==> src/rtl/comparitor_pkg.sv <==
// comparitor_pkg: shared FSM encoding, flag positions and selector constants
package comparitor_pkg;
  typedef enum logic [1:0] {
    IDLE    = 2'd0,
    ISSUE   = 2'd1,
    WAIT    = 2'd2,
    RESPOND = 2'd3
  } state_e;
  localparam int FLAG_EQ = 0;
  localparam int FLAG_GT = 1;
  localparam int FLAG_LT = 2;
  localparam int SEL_NO_LOAD = 0;
endpackage

==> src/rtl/comparitor_scheduler_arbiter.sv <==
// round_robin_arbiter: picks the first set request at or after the pointer, wrapping
module round_robin_arbiter #(
  parameter int REQUESTERS = 4
) (
  input  logic [REQUESTERS-1:0]         req_i,
  input  logic [$clog2(REQUESTERS)-1:0] ptr_i,
  output logic [REQUESTERS-1:0]         onehot_o,
  output logic [$clog2(REQUESTERS)-1:0] id_o,
  output logic                          valid_o
);
  localparam int IW = $clog2(REQUESTERS);
  logic [IW-1:0] idx;
  // scan from farthest to nearest so the nearest set request wins
  always_comb begin
    id_o = '0;
    idx = '0;
    for (int k = REQUESTERS - 1; k >= 0; k--) begin
      idx = IW'((int'(ptr_i) + k) % REQUESTERS);
      if (req_i[idx]) id_o = idx;
    end
  end
  assign valid_o = |req_i;
  assign onehot_o = valid_o ? REQUESTERS'(1) << id_o : '0;
endmodule

==> src/rtl/comparitor_scheduler.sv <==
// comparitor_scheduler: round-robin sharing of one fixed-latency comparitor unit
module comparitor_scheduler
  import comparitor_pkg::*;
#(
  parameter int REQUESTERS = 4,
  parameter int COUNT0 = 4,
  parameter int COUNT1 = 4,
  parameter int RESULT_LATENCY = 2,
  localparam int W0 = $clog2(COUNT0 + 1),
  localparam int W1 = $clog2(COUNT1 + 1),
  localparam int IW = $clog2(REQUESTERS),
  localparam int CW = $clog2(RESULT_LATENCY + 1)
) (
  input  logic                     clock,
  input  logic                     reset_n,
  input  logic [REQUESTERS-1:0]    req_valid,
  input  logic [REQUESTERS*W0-1:0] req_sel0,
  input  logic [REQUESTERS*W1-1:0] req_sel1,
  output logic [REQUESTERS-1:0]    grant,
  output logic [W0-1:0]            cmp_selector0,
  output logic [W1-1:0]            cmp_selector1,
  input  logic                     cmp_eq,
  input  logic                     cmp_gt,
  input  logic                     cmp_lt,
  output logic                     rsp_valid,
  output logic [IW-1:0]            rsp_id,
  output logic                     rsp_eq,
  output logic                     rsp_gt,
  output logic                     rsp_lt,
  output logic                     rsp_error,
  output logic                     busy
);
  state_e state_q, state_d;
  logic [IW-1:0] ptr_q, ptr_d, id_q, id_d;
  logic [REQUESTERS-1:0] gnt_q, gnt_d;
  logic [W0-1:0] sel0_q, sel0_d;
  logic [W1-1:0] sel1_q, sel1_d;
  logic rej_q, rej_d;
  logic [CW-1:0] cnt_q, cnt_d;
  logic [2:0] flags_q, flags_d;
  logic [REQUESTERS-1:0] arb_onehot;
  logic [IW-1:0] arb_id;
  logic arb_valid;
  logic [W0-1:0] sel0_v [REQUESTERS];
  logic [W1-1:0] sel1_v [REQUESTERS];
  for (genvar i = 0; i < REQUESTERS; i++) begin : g_unpack
    assign sel0_v[i] = req_sel0[i*W0 +: W0];
    assign sel1_v[i] = req_sel1[i*W1 +: W1];
  end
  round_robin_arbiter #(.REQUESTERS(REQUESTERS)) u_arb (
    .req_i   (req_valid),
    .ptr_i   (ptr_q),
    .onehot_o(arb_onehot),
    .id_o    (arb_id),
    .valid_o (arb_valid)
  );
  // next-state and output decode; outputs depend on state only, so reset clears them at once
  always_comb begin
    state_d = state_q;
    ptr_d = ptr_q;
    id_d = id_q;
    gnt_d = gnt_q;
    sel0_d = sel0_q;
    sel1_d = sel1_q;
    rej_d = rej_q;
    cnt_d = cnt_q;
    flags_d = flags_q;
    grant = '0;
    cmp_selector0 = '0;
    cmp_selector1 = '0;
    rsp_valid = 1'b0;
    rsp_id = '0;
    rsp_eq = 1'b0;
    rsp_gt = 1'b0;
    rsp_lt = 1'b0;
    rsp_error = 1'b0;
    busy = state_q != IDLE;
    case (state_q)
      IDLE: if (arb_valid) begin
        id_d = arb_id;
        gnt_d = arb_onehot;
        sel0_d = sel0_v[arb_id];
        sel1_d = sel1_v[arb_id];
        rej_d = sel0_v[arb_id] == W0'(SEL_NO_LOAD) || sel1_v[arb_id] == W1'(SEL_NO_LOAD);
        flags_d = '0;
        state_d = ISSUE;
      end
      ISSUE: begin
        grant = gnt_q;
        cmp_selector0 = rej_q ? W0'(SEL_NO_LOAD) : sel0_q;
        cmp_selector1 = rej_q ? W1'(SEL_NO_LOAD) : sel1_q;
        cnt_d = CW'(RESULT_LATENCY - 1);
        ptr_d = id_q == IW'(REQUESTERS - 1) ? '0 : id_q + 1'b1;
        state_d = rej_q ? RESPOND : WAIT;
      end
      WAIT: begin
        cnt_d = cnt_q - 1'b1;
        if (cnt_q == '0) begin
          flags_d[FLAG_EQ] = cmp_eq;
          flags_d[FLAG_GT] = cmp_gt;
          flags_d[FLAG_LT] = cmp_lt;
          state_d = RESPOND;
        end
      end
      RESPOND: begin
        rsp_valid = 1'b1;
        rsp_id = id_q;
        rsp_eq = flags_q[FLAG_EQ];
        rsp_gt = flags_q[FLAG_GT];
        rsp_lt = flags_q[FLAG_LT];
        rsp_error = rej_q;
        state_d = IDLE;
      end
      default: state_d = IDLE;
    endcase
  end
  // state registers; reset aborts any transaction in flight
  always_ff @(posedge clock or negedge reset_n) begin
    if (!reset_n) begin
      state_q <= IDLE;
      ptr_q <= '0;
      id_q <= '0;
      gnt_q <= '0;
      sel0_q <= '0;
      sel1_q <= '0;
      rej_q <= 1'b0;
      cnt_q <= '0;
      flags_q <= '0;
    end else begin
      state_q <= state_d;
      ptr_q <= ptr_d;
      id_q <= id_d;
      gnt_q <= gnt_d;
      sel0_q <= sel0_d;
      sel1_q <= sel1_d;
      rej_q <= rej_d;
      cnt_q <= cnt_d;
      flags_q <= flags_d;
    end
  end
endmodule

==> config.mk <==
export PLATFORM = sky130hd
export DESIGN_NAME = comparitor_scheduler
export DESIGN_NICKNAME = d
export VERILOG_FILES = /design/src/rtl/comparitor_pkg.sv /design/src/rtl/comparitor_scheduler_arbiter.sv /design/src/rtl/comparitor_scheduler.sv
export SDC_FILE = /design/constraint.sdc
export NUM_CORES = 1
export LEC_CHECK = 0
export CAP_MARGIN = 20
export CORE_ASPECT_RATIO = 0.5
export CORE_UTILIZATION = 35
export DETAILED_ROUTE_END_ITERATION = 16
export PLACE_DENSITY = 0.66
export SYNTH_ARGS = -nofsm -noshare
export SYNTH_HDL_FRONTEND = slang
export SYNTH_SLANG_ARGS = --single-unit
==> constraint.sdc <==
create_clock -name clock -period 2.3 [get_ports clock]
set_clock_uncertainty 0.05 [all_clocks]
set_input_delay 0.46 -clock clock [delete_from_list [all_inputs] [get_ports clock]]
set_output_delay 0.46 -clock clock [all_outputs]
set_load 0.01 [all_outputs]
==> results by group, run 1 <==
Hold path
  – Hold Path Class: reg2reg

Logic synthesis
  – Post-Synthesis Net Count: 171
  – Synth cell count leaders: dfrtp_1, and2_1, mux2i_1, nand2_1, inv_1
  – Async S/R FF share, synth: 100%
  – Sequential cell area fraction in the yosys report: 40.3%
  – Syn Area/Cell: 10.4 sq um
  – Post-synth top area share: 40.3%
  – Cell variety after synth: 33
  – Synth Cell Area: 1370 sq um
  – Post-synth EDFFs: 0
  – Most common cell in the netlist: dfrtp_1
  – Total number of yosys warnings: 0
  – Post-synthesis register bit count: 22
  – Post-synthesis cell count: 131
  – Top FF cell, synth: dfrtp_1
  – Top cell type by total area after synthesis: dfrtp_1
  – Ranking of synthesized cells by area: dfrtp_1, mux2i_1, and2_1

Timing
  – Final Max Tran Viols: 0
  – Final critical-path share of the clock period: 96.4%
  – Relative slew slack: 63.9%
  – Final setup vio count: 0
  – Worst Max-Slew Pin Slew: 0.542 ns
  – Period minus WS final: 2.22 ns
  – RSZ-0062 raised after global routing: false
  – Fin Setup TNS: 0 ns
  – Hold Violations, Final: 0
  – Fmax achieved: 451 MHz

Global route
  – Vias in the first global route: 1,135
  – Initial antenna violation count: 0
  – Overflow after GRT: 0
  – First-pass GRT wire length: 5.15 mm
  – Gr usage total: 16.2%
  – Largest net degree at the start of global routing: 23

Final layout
  – Total Nets Final: 233
  – Finished Layout Cells: 243
  – Layout cells sized above 1: 14.6%
  – Post-route cell area: 2060 sq um
  – # diodes: 0
  – Area Overhead vs Synth: 51.0%
  – Final design utilization: 57.6%

Floorplan
  – Die Y: 46.2 um
  – FP Rows: 15
  – Initial Utilization: 38.1%
  – Die ar.: 4170 sq um
  – Core area: 3580 sq um
  – Die W: 90.4 um
  – # IOs: 51

Worst setup path
  – CP cell instances: clkdlybuf4s50_1 > mux2i_1 > nor2_1 > a311oi_2 > buf_4 > mux2i_1 > or4_1 > nand3_1
  – Crit Path Class: in2reg
  – Slowest-stage cell, CP: or4_1
  – Worst Path Buf+Inv: 2
  – Worst path max stage delay: 0.51 ns
  – Worst Path Required: 2.45 ns
  – Cell family with most CP delay: buffers and inverters
  – Endpoint class of the critical path: flop
  – Data arrival, critical path: 2.37 ns
  – Worst-path fanout max: 7
  – CP dominant cell by count: mux2i_1
  – Worst Setup Start Kind: input port

Placement
  – DP HPWL: 2.31 mm
  – GP Congestion: 0.752
  – Post-DP Area: 1980 sq um
  – Port-buffer cells: 50
  – Placed cell count: 237

Power and ir drop
  – VDD IR max: 0.398 mV
  – P per Cell Area: 1090 nW/um^2
  – LEAKAGE: 1.02 nW

Run status
  – Status: finished, final reports clean

Clock network
  – Worst skew pair latency: 0.26 ns
  – Clk slew on worst S/H paths: 0.08 ns
  – Total CTS buffers: 3
  – Clk sinks: 22
  – CTS tree: built
  – Htree depth: 1
  – CTS root buffer: clkbuf_8
  – CTS Hold Bufs: 0
  – Clock Tree Buf Depth: 2

Run
  – Maxcap violations: 0

Detailed routing
  – Via/cell ratio: 4.83
  – Iteration-0 DRC Markers: 66
  – Antenna viol nets, final: 0
  – DR pass1 iterations: 4
  – Post-DR wirelength/cell: 12.3 um
  – Via count: 1,173
  – WL final: 2.99 mm
  – DRC viols: 0
==> area by class of cell <==
type,count,area (sq um)
Clock buffer,4,55.1
Fill cell,300,1520
Inverter,8,30.0
Multi-Input combinational cell,96,753
Sequential cell,22,551
Tap cell,51,63.8
Timing Repair Buffer,62,611
==> registers in the layout (all words and copies together), names as in the netlist <==
| name | count |
|---|---|
| gnt_q | 4 |
| cnt_q | 2 |
| sel0_q | 3 |
| flags_q | 3 |
| rej_q | 1 |
| ptr_q | 2 |
| id_q | 2 |
| sel1_q | 3 |
| state_q | 2 |
==> metrics by stage <==
| step | hold WS, ns | total power, mW | worst slack (ns) |
|---|---|---|---|
| 4_1_cts | 0.440 | 2.26 | 0.0306 |
| 2_1_floorplan | 0.114 | 1.48 | 0.375 |
| 3_5_place_dp | 0.422 | 1.99 | -0.212 |
| 3_3_place_gp | 0.408 | 1.96 | -0.114 |
| 5_1_grt | 0.468 | 2.46 | 0.0151 |
| 6_report | 0.433 | 2.24 | 0.0837 |
==> final timing paths <==
| path | slack, ns | end | start | cells after the start |
|---|---|---|---|---|
| min in group asynchronous | 0.49 | gnt_q[2] | reset_n | 2 |
| hold reg to reg | 0.43 | sel0_q[0] | sel0_q[0] | 2 |
| setup reg to reg | 0.23 | rej_q | ptr_q[1] | 7 |
| max in group asynchronous | 1.49 | id_q[1] | reset_n | 2 |
| setup / recovery | 0.08 | rej_q | req_valid[2] | 8 |
| hold / removal | 0.43 | sel0_q[0] | sel0_q[0] | 2 |
==> worst reg2reg max path, cell delays in order (launching register included) <==
cell and delay (ns):
dfrtp_1 0.48, mux2i_1 0.26, nor2_1 0.08, a311oi_2 0.23, buf_4 0.21, mux2i_1 0.10, or4_1 0.51, nand3_1 0.09
==> layout by cell type, fill, tap and decap left out, drive strengths merged, types with 3 or more instances in the layout <==
master / netlist / final
a21oi: 4 / 4
a32o: 3 / 3
and2: 16 / 16
buf: 4 / 12
clkbuf: 1 / 4
clkdlybuf4s50: 0 / 38
dfrtp: 22 / 22
dlygate4sd2: 0 / 6
dlymetal6s2s: 0 / 6
ha: 7 / 7
inv: 8 / 8
mux2: 8 / 8
mux2i: 16 / 16
nand2: 10 / 10
nor2: 3 / 3
nor2b: 3 / 3
o21ai: 10 / 10
==> cell families (layout without fill, tap and decap cells) <==
logic type	count (synthesis)	count (layout)	share of synthesized area, %
multiplexers	24	24	18.3
flip-flops	22	22	40.3
buffers and inverters	13	74	4.94
AO/OA/AOI/OAI	25	25	13.9
adder cells (fa/ha/maj)	7	7	6.41
AND/OR/NAND/NOR	40	40	16.1
==> repair_timing <==
| item | CTS | global route |
|---|---|---|
| pin swaps | 0 | 2 |
| endpoints found under the setup margin | 10 | 11 |
| resized for setup | 7 | 8 |
| setup buffers | 1 | 1 |
==> report_power, final <==
part	internal [mW]	switching (mW)	total [mW]
clock	0.153	0.123	0.276
sequential	0.562	0.108	0.670
combinational	0.696	0.600	1.30
==> metal layers <==
| metal | up-vias | GRT usage [%] | wire, um |
|---|---|---|---|
| met4 | 0 | 6.77 | 36 |
| met5 | - | 0 | 0 |
| met3 | 5 | 5.45 | 185 |
| li1 | 581 | - | - |
| met1 | 557 | 19.2 | 1370 |
| met2 | 30 | 27.9 | 1400 |
(Power assumes the default switching activity.)
==> inputs of run 2 (changes only) <==
- ABC_AREA: not set -> 1
- PLACE_DENSITY: 0.66 -> not set
==> results by group, run 2 <==
Run status
  – Status: finished, final reports clean

Global route
  – First-pass GRT wire length: 6.16 mm (+20%)
  – Vias in the first global route: 1,378 (+21%)
  – Overflow after GRT: 0 (unchanged)
  – Initial antenna violation count: 0 (unchanged)
  – Largest net degree at the start of global routing: 23 (unchanged)
  – Gr usage total: 15.7% (-0.46 points)

Detailed routing
  – WL final: 3.75 mm (+25%)
  – Via count: 1,563 (+33%)
  – Via/cell ratio: 4.48 (-7.2%)
  – DR pass1 iterations: 6 (+2)
  – DRC viols: 0 (unchanged)
  – Antenna viol nets, final: 0 (unchanged)
  – Iteration-0 DRC Markers: 54 (-18%)
  – Post-DR wirelength/cell: 10.7 um (-13%)

Worst setup path
  – Worst-path fanout max: 7 (unchanged)
  – R2r setup slk: 0.27 ns (+0.04 ns)
  – Worst Path Required: 1.79 ns (-0.66 ns)
  – Cell family with most CP delay: buffers and inverters
  – Worst Path Buf+Inv: 4 (+2)
  – Reg2reg start: ptr_q[0]
  – Slowest-stage cell, CP: clkdlybuf4s50_1
  – Data arrival, critical path: 1.68 ns (-0.69 ns)
  – Worst Setup Start Kind: flop
  – Crit Path Class: reg2out
  – Start point of the critical path: state_q[1]
  – CP cell instances: inv_2 > ha_2 > buf_4 > nand2_1 > inv_1 > clkdlybuf4s50_1
  – Endpoint class of the critical path: output port
  – Worst path max stage delay: 0.52 ns (about the same)

Timing
  – Final critical-path share of the clock period: 95.2% (-1.2 points)
  – Fmax achieved: 457 MHz (+1.2%)
  – Final Max Tran Viols: 0 (unchanged)
  – Fin Setup TNS: 0 ns (unchanged)
  – Worst Max-Slew Pin Slew: 0.434 ns (-0.108 ns)
  – Period minus WS final: 2.19 ns (-0.0266 ns)
  – Relative slew slack: 71.1% (+7.2 points)
  – Hold Violations, Final: 0 (unchanged)
  – Final worst slack: 0.110 ns (+0.0266 ns)
  – Final setup vio count: 0 (unchanged)
  – RSZ-0062 raised after global routing: false

Placement
  – Post-DP Area: 2210 sq um (+11%)
  – GP Congestion: 0.768 (+2.1%)
  – Port-buffer cells: 50 (unchanged)
  – DP Worst Slack: -0.161 ns (+0.0517 ns)
  – DP HPWL: 2.88 mm (+25%)

Logic synthesis
  – Synth Cell Area: 1590 sq um (+17%)
  – Top cell type by total area after synthesis: dfrtp_1
  – Top FF cell, synth: dfrtp_1
  – Cell variety after synth: 26 (-21%)
  – Async S/R FF share, synth: 100% (unchanged)
  – Post-synthesis register bit count: 22 (unchanged)
  – Post-synth EDFFs: 0 (unchanged)
  – Ranking of synthesized cells by area: dfrtp_1, nand2_1, inv_1
  – Post-synthesis cell count: 236 (+80%)
  – Post-synth top area share: 34.5% (-5.8 points)
  – Most common cell in the netlist: nand2_1
  – Total number of yosys warnings: 0 (unchanged)
  – Syn Area/Cell: 6.75 sq um (-35%)
  – Sequential cell area fraction in the yosys report: 34.5% (-5.8 points)
  – Post-Synthesis Net Count: 276 (+61%)
  – Synth cell count leaders: nand2_1, inv_1, dfrtp_1, nand3_1

Floorplan
  – FP Rows: 16 (+1)
  – Die Y: 49.7 um (+7.7%)
  – Initial Utilization: 38.7% (+0.54 points)
  – Die W: 97.4 um (+7.8%)
  – # IOs: 51 (unchanged)
  – Core area: 4120 sq um (+15%)
  – Die ar.: 4840 sq um (+16%)

Clock network
  – Postcts setup bufs: 0 (-1)
  – CTS Hold Bufs: 0 (unchanged)
  – CTS root buffer: clkbuf_8
  – Clk sinks: 22 (unchanged)
  – Clock Tree Buf Depth: 2 (unchanged)
  – Htree depth: 1 (unchanged)
  – CTS tree: built
  – Clk slew on worst S/H paths: 0.08 ns (about the same)
  – Worst skew pair latency: 0.26 ns (about the same)
  – Total CTS buffers: 3 (unchanged)

Run
  – Maxcap violations: 0 (unchanged)

Final layout
  – Most frequent cells in the layout: nand2_1, clkdlybuf4s50_1, inv_1, dfrtp_1, nand3_1
  – Post-route cell area: 2310 sq um (+12%)
  – Largest Register: gnt_q
  – Fill cells: 421 (+40%)
  – # diodes: 0 (unchanged)
  – Most common library cell in the layout ignoring fill and taps: nand2_1
  – Max reg flops: 4 (unchanged)
  – Area Overhead vs Synth: 45.0%
  – Total Nets Final: 336 (+44%)
  – Layout cells sized above 1: 15.3% (+0.67 points)

Hold path
  – Beginning of the worst hold path: flags_q[1]
  – Hold Path Class: reg2reg

Power and ir drop
  – VDD IR max: 0.520 mV (+31%)
  – P per Cell Area: 1400 nW/um^2 (+28%)
  – Total power: 3.23 mW (+44%)
  – LEAKAGE: 1.30 nW (+27%)
[run 2: cell types whose count changed after synthesis, moves of 5 or more]
cell,before,now
nor2_1,3,9
mux2_2,5,0
inv_1,8,32
o21ai_0,4,12
and2_1,16,0
nand3_1,2,16
nand2_1,10,94
nand2_2,0,12
mux2i_1,16,0
[run 2: layer usage]
metal | wire (um) | global-route usage (%) | up-vias
met5 | 0 | 0 | -
met1 | 1980 | 21.7 | 682
met2 | 1570 | 26.1 | 35
li1 | - | - | 844
met4 | 16 | 2.21 | 0
met3 | 178 | 3.12 | 2
[run 2: where the power goes]
group	switching, mW	internal [mW]
combinational	1.27	0.896
clock	0.127	0.232
sequential	0.135	0.566
[run 2: timing repair]
item                                    4_1_cts  5_1_grt
endpoints found under the setup margin        6       15
gates resized for setup                       7       13
pin swaps                                     0        0
[run 2: worst paths after layout]
kind | endpoint | depth (start not counted)
min | flags_q[1] | 2
max | grant[1] | 6
max in group asynchronous | id_q[0] | 2
min in group asynchronous | gnt_q[0] | 2
min reg2reg | flags_q[1] | 2
max reg2reg | rej_q | 17
[run 2: tightest hold or removal path, stage by stage (launching register included)]
cell and delay (ns):
dfrtp_1 0.35, nand2_1 0.05, nand2_1 0.05
[run 2: layout make-up]
class,count,area (sq um),share of cell area (%)
Clock buffer,3,41.3,1.79
Clock inverter,1,30.0,1.30
Inverter,37,144,6.23
Multi-Input combinational cell,171,883,38.2
Sequential cell,22,551,23.8
Tap cell,54,67.6,2.92
Timing Repair Buffer,61,594,25.7
[run 2: kinds of logic after synthesis]
logic type	share of synthesized area, %
buf+inv	12.0
simple gates	39.8
compound gates	8.16
fa+ha+maj	5.49
flops	34.5
[run 2: through the flow]
step           cells  hold slack, ns  utilization [%]
6_report         349           0.434             56.0
3_3_place_gp     345           0.411             53.5
3_5_place_dp     345           0.414             53.5
5_1_grt          349           0.463             56.0
4_1_cts          349           0.434             55.1
2_1_floorplan    236           0.114                -
